`src/rtl/program_loader8.sv`:
```
// Byte-stream program loader: parses SYNC/ADDR/LEN/DATA[/CSUM] frames into an
// internal program memory with a registered CPU fetch port. Define
// PROGRAM_LOADER_CHECKSUM_EN to require and verify the trailing CSUM byte.
module program_loader8 #(
  parameter int unsigned MAX_WORD_COUNT = 256,
  parameter logic [7:0]  SYNC_BYTE      = 8'hA5
) (
  input  logic       clk,
  input  logic       rst,
  input  logic [7:0] address,
  output logic [7:0] out,
  input  logic [7:0] in_data,
  input  logic       in_valid,
  output logic       in_ready,
  input  logic       lock,
  output logic       busy,
  output logic       done,
  output logic       error,
  output logic [7:0] frame_count
);

  localparam int unsigned AW = (MAX_WORD_COUNT > 1) ? $clog2(MAX_WORD_COUNT) : 1;

  typedef enum logic [2:0] {
    S_IDLE,
    S_ADDR,
    S_LEN,
    S_DATA,
    S_CSUM
  } state_e;

  state_e     state_q, state_d;
  logic [7:0] ptr_q, ptr_d;
  logic [7:0] sum_q, sum_d;
  logic [8:0] remaining_q, remaining_d;
  logic [7:0] frame_count_q, frame_count_d;
  logic       done_q, done_d;
  logic       error_q, error_d;
  logic [7:0] out_q, out_d;
  logic       accept;
  logic       mem_we;

  // Contents survive rst; only the power-on image is zero.
  logic [7:0] mem_q [MAX_WORD_COUNT] = '{default: '0};

  assign accept = in_valid && !rst && !lock;

  always_ff @(posedge clk) begin
    if (rst) begin
      state_q       <= S_IDLE;
      ptr_q         <= '0;
      sum_q         <= '0;
      remaining_q   <= '0;
      frame_count_q <= '0;
      done_q        <= 1'b0;
      error_q       <= 1'b0;
      out_q         <= '0;
    end else begin
      state_q       <= state_d;
      ptr_q         <= ptr_d;
      sum_q         <= sum_d;
      remaining_q   <= remaining_d;
      frame_count_q <= frame_count_d;
      done_q        <= done_d;
      error_q       <= error_d;
      out_q         <= out_d;
    end
  end

  always_ff @(posedge clk) begin
    if (mem_we) begin
      mem_q[ptr_q[AW-1:0]] <= in_data;
    end
  end

  always_comb begin
    state_d       = state_q;
    ptr_d         = ptr_q;
    sum_d         = sum_q;
    remaining_d   = remaining_q;
    frame_count_d = frame_count_q;
    done_d        = 1'b0;
    error_d       = 1'b0;
    mem_we        = 1'b0;
    if (accept) begin
      unique case (state_q)
        S_IDLE: begin
          if (in_data == SYNC_BYTE) state_d = S_ADDR;
        end
        S_ADDR: begin
          ptr_d   = in_data;
          sum_d   = in_data;
          state_d = S_LEN;
        end
        S_LEN: begin
          remaining_d = (in_data == 8'h00) ? 9'd256 : {1'b0, in_data};
          sum_d       = sum_q + in_data;
          state_d     = S_DATA;
        end
        S_DATA: begin
          mem_we      = ({1'b0, ptr_q} < 9'(MAX_WORD_COUNT));
          ptr_d       = ptr_q + 8'd1;
          sum_d       = sum_q + in_data;
          remaining_d = remaining_q - 9'd1;
          if (remaining_q == 9'd1) begin
`ifdef PROGRAM_LOADER_CHECKSUM_EN
            state_d = S_CSUM;
`else
            state_d       = S_IDLE;
            done_d        = 1'b1;
            frame_count_d = frame_count_q + 8'd1;
`endif
          end
        end
        S_CSUM: begin
          if (8'(sum_q + in_data) == 8'h00) begin
            done_d        = 1'b1;
            frame_count_d = frame_count_q + 8'd1;
          end else begin
            error_d = 1'b1;
          end
          state_d = S_IDLE;
        end
        default: state_d = S_IDLE;
      endcase
    end
  end

  // Read-before-write falls out of sampling mem_q before the write edge lands.
  always_comb begin
    out_d = '0;
    if (!rst && ({1'b0, address} < 9'(MAX_WORD_COUNT))) begin
      out_d = mem_q[address[AW-1:0]];
    end
  end

  always_comb begin
    in_ready    = !rst && !lock;
    busy        = (state_q != S_IDLE);
    done        = done_q;
    error       = error_q;
    frame_count = frame_count_q;
    out         = out_q;
  end

endmodule
```
`config.mk`:
```
export PLATFORM = sky130hd
export DESIGN_NAME = program_loader8
export DESIGN_NICKNAME = d
export VERILOG_FILES = /design/src/rtl/program_loader8.sv
export SDC_FILE = /design/constraint.sdc
export NUM_CORES = 2
export LEC_CHECK = 0
export ABC_CLOCK_PERIOD_IN_PS = 3400
export BUFFER_PORTS_ARGS = -buffer_cell sky130_fd_sc_hd__buf_4
export CORE_MARGIN = 5
export CORE_UTILIZATION = 65
export CTS_BUF_LIST = sky130_fd_sc_hd__clkbuf_2
export DETAILED_ROUTE_END_ITERATION = 16
export PLACE_DENSITY_LB_ADDON = 0.25
export SYNTH_ARGS = -nofsm -noshare
export SYNTH_HDL_FRONTEND = slang
export SYNTH_SLANG_ARGS = --single-unit
```
`constraint.sdc`:
```
create_clock -name clk -period 3.4 [get_ports clk]
set_input_delay 0.17 -clock clk [delete_from_list [all_inputs] [get_ports clk]]
set_output_delay 0.17 -clock clk [all_outputs]
set_load 0.01 [all_outputs]
```
==> flow_summary_export.csv <==
group,metric,value,unit
power_and_ir_drop,power_density,505,mW/mm²
power_and_ir_drop,power_leakage,30.8,nW
sta,fin_skew,141,ps
placement,gp_congestion,0.911,
status,status,"finished, final reports clean",
floorplan,rows,130,
logic_synthesis,netlist.area_leader.share,75.0,%
logic_synthesis,syn_inst,4196,
logic_synthesis,synth_flop_cell,"edfxtp_1",
sta,tns,0,ps
global_route,grt_usage,32.6,%
logic_synthesis,yosysSeqAreaShare,75.9,%
sta,max_freq,302,MHz
setup_path,start_kind,"input pin",
logic_synthesis,synth_fp_nets,4227,
clock_network,clock_latency,1840,ps
floorplan,floorplan.initialDensity,65.4,%
floorplan,die_width,365,µm
detailed_routing,wl,213,mm
placement,hpwl,132,mm
sta,report.final.slew_viol_count,0,
placement,dp.cells,6062,
finish,area_growth,11.8,%
finish,instances_no_fill,7020,
detailed_routing,drc,0,
clock_network,postCtsSetupRepairBufs,0,
floorplan,die-height,365,µm
clock_network,cts_root_buf,"clkbuf_2",
clock_network,h-tree-depth,5,
clock_network,clk_path_buf_depth,4,
setup_path,r2r_slack,190,ps
sta,period_share,97.4,%
floorplan,core-area,0.125,mm²
finish,nets,5022,
logic_synthesis,async_flop_share,0,%
sta,max_slew_margin,21.7,%
clock_network,clkSinkCount,2084,
min_path,whs_path_depth,4,
finish,drive_above_1_share,31.6,%
detailed_routing,first_iter_violations,7030,
logic_synthesis,synth_cell_types,67,
sta,fin_crit,3310,ps
sta,tightest_slew,1170,ps
detailed_routing,ant_nets,0,
detailed_routing,dr.pass1.iters,6,
sta,setup_viol,0,
setup_path,worstPathArrival,4970,ps
logic_synthesis,yosys_warnings,0,
logic_synthesis,ys_seq_elements,2084,
logic_synthesis,synth-edff-count,2048,
min_path,holdCritPathClass,"in -> reg",
clock_network,cts-buffers-inserted,496,
floorplan,num_io_pins,40,
global_route,grt_max_degree,185,
logic_synthesis,synth.avg_cell_area,19.5,µm²
setup_path,endpoint_kind,"flip-flop",
clock_network,cts_tree,"done",
detailed_routing,vias_per_cell,6.65,
global_route,grt_antenna_before_repair,8,
logic_synthesis,synth_top_area_cell,"edfxtp_1",
detailed_routing,wl_per_cell,30.4,µm
clock_network,path_clk_slew,130,ps
placement,io_buffers,38,
detailed_routing,vias,46700,
global_route,grt-ovfl-total,0,
logic_synthesis,netlist_top_cells_count,"edfxtp_1, nor2_1, mux4_2, mux2i_1, clkbuf_1",
setup_path,path_class,"in -> reg",
job,maxCapViolations,0,
setup_path,cp_max_fo,32,
sta,finalHoldViolations,0,
finish,post-route-util,73.1,%
global_route,grt_pass1_vias,46700,
global_route,grt_pass1_wl,312,mm
logic_synthesis,synth.area.top_cells,"edfxtp_1, mux4_2, mux2i_1, nor2_1, dfxtp_1",
setup_path,crit_required,5060,ps
setup_path,reg2reg_depth,8,
logic_synthesis,netlist_area,0.0820,mm²
logic_synthesis,synth.most_common_cell,"edfxtp_1",
floorplan,dieArea,0.133,mm²
power_and_ir_drop,ir_drop,0.000439,V
sta,rsz0062_at_grt,"no",
==> critical path, cell delays in order <==
cell	delay (ps)
dlygate4sd3_1	520
dlygate4sd3_1	590
buf_6	250
buf_12	230
clkinv_2	100
buf_12	200
buf_4	280
nand2_1	320
o32ai_1	660
nor4_1	110
dlygate4sd3_1	590
buf_4	150
nand3_1	90
dlygate4sd3_1	600
o21ai_1	60
==> power breakdown <==
group | internal [mW] | total, mW | switching [mW] | leakage, nW
combinational | 0.948 | 2.62 | 1.67 | 8.74
sequential | 28.2 | 28.2 | 0.0287 | 18.7
clock | 5.91 | 15.5 | 9.56 | 3.34
total | 35.0 | 46.3 | 11.3 | 30.8
==> cells in the final DEF, fill, tap and decap left out, types with 9 or more instances in the layout <==
master	count
clkbuf_2	727
o21ai_0	83
o32ai_1	17
a22oi_1	48
buf_12	36
or3_1	11
nand3_1	37
clkinv_1	110
nor2_1	379
o221ai_1	62
a211oi_1	24
nand4_1	22
edfxtp_1	2048
o22ai_1	46
inv_1	9
buf_4	432
nor2b_1	18
mux2_2	56
a22o_1	10
dlygate4sd3_1	69
mux4_2	370
mux2i_1	256
diode_2	10
nor4_1	15
dfxtp_1	36
a21oi_1	60
a221oi_1	53
nand2_1	94
and3_1	15
clkinv_2	21
nor3_1	50
ha_1	11
==> kinds of logic (layout without fill, tap and decap cells) <==
logic type | after synthesis | in the layout | share of synthesized area (%)
AO/OA/AOI/OAI | 464 | 464 | 4.03
AND/OR/NAND/NOR | 679 | 679 | 3.62
flip-flops | 2084 | 2084 | 75.9
other | 1 | 11 | 0.00458
multiplexers | 682 | 682 | 14.1
buffers and inverters | 270 | 1434 | 2.14
XOR/XNOR | 5 | 5 | 0.0534
adder cells (fa/ha/maj) | 11 | 11 | 0.168
==> cell type report <==
class | instances | area [µm²]
multi-input cells | 1842 | 18000
inverters | 11 | 42.5
diodes | 10 | 25.0
clock buffers | 727 | 3640
flip-flops and latches | 2084 | 62200
fillers | 7430 | 33700
well taps | 1650 | 2060
clock inverters | 140 | 633
repair buffers | 556 | 5010
==> what timing repair did <==
action / 4_1_cts / 5_1_grt
hold endpoints to repair: 3704 / 0
setup endpoints to repair: 0 / 3
gates resized for setup: 0 / 1
hold buffers: 82 / 0
==> routing by layer <==
metal	routed length, µm	up-vias	part of all wire [%]	GRT usage (%)
li1	-	19200	-	-
met1	75900	23400	36	45.7
met2	99500	3520	47	49.3
met3	27600	562	13	8.60
met4	10400	6	4.9	15.2
met5	47	-	0.022	0
==> sequential cells by signal (all words and copies together), names as in the netlist <==
register / flops
mem_q: 2048
remaining_q: 9
frame_count: 8
out: 8
ptr_q: 8
state_q: 2
done: 1
==> final timing paths <==
kind,startpoint,to
max,address[4],out[2]
min,in_data[5],mem_q[100][5]
max reg2reg,mem_q[67][6],out[6]
min reg2reg,remaining_q[8],remaining_q[8]
==> metrics by stage <==
| step | area, µm² | setup WS [ps] | total power, mW | hold slack (ps) |
|---|---|---|---|---|
| 2_1_floorplan | 82000 | 1140 | 30.1 | 269 |
| 3_3_place_gp | 86400 | -59.6 | 31.2 | 462 |
| 3_5_place_dp | 86400 | -53.9 | 31.2 | 465 |
| 4_1_cts | 91700 | 98.3 | 46.5 | 6.06 |
| 5_1_grt | 91700 | 70.9 | 48.1 | 138 |
| 6_report | 91700 | 89.7 | 46.3 | 219 |
Note: power is estimated with default switching activity, not from simulation.
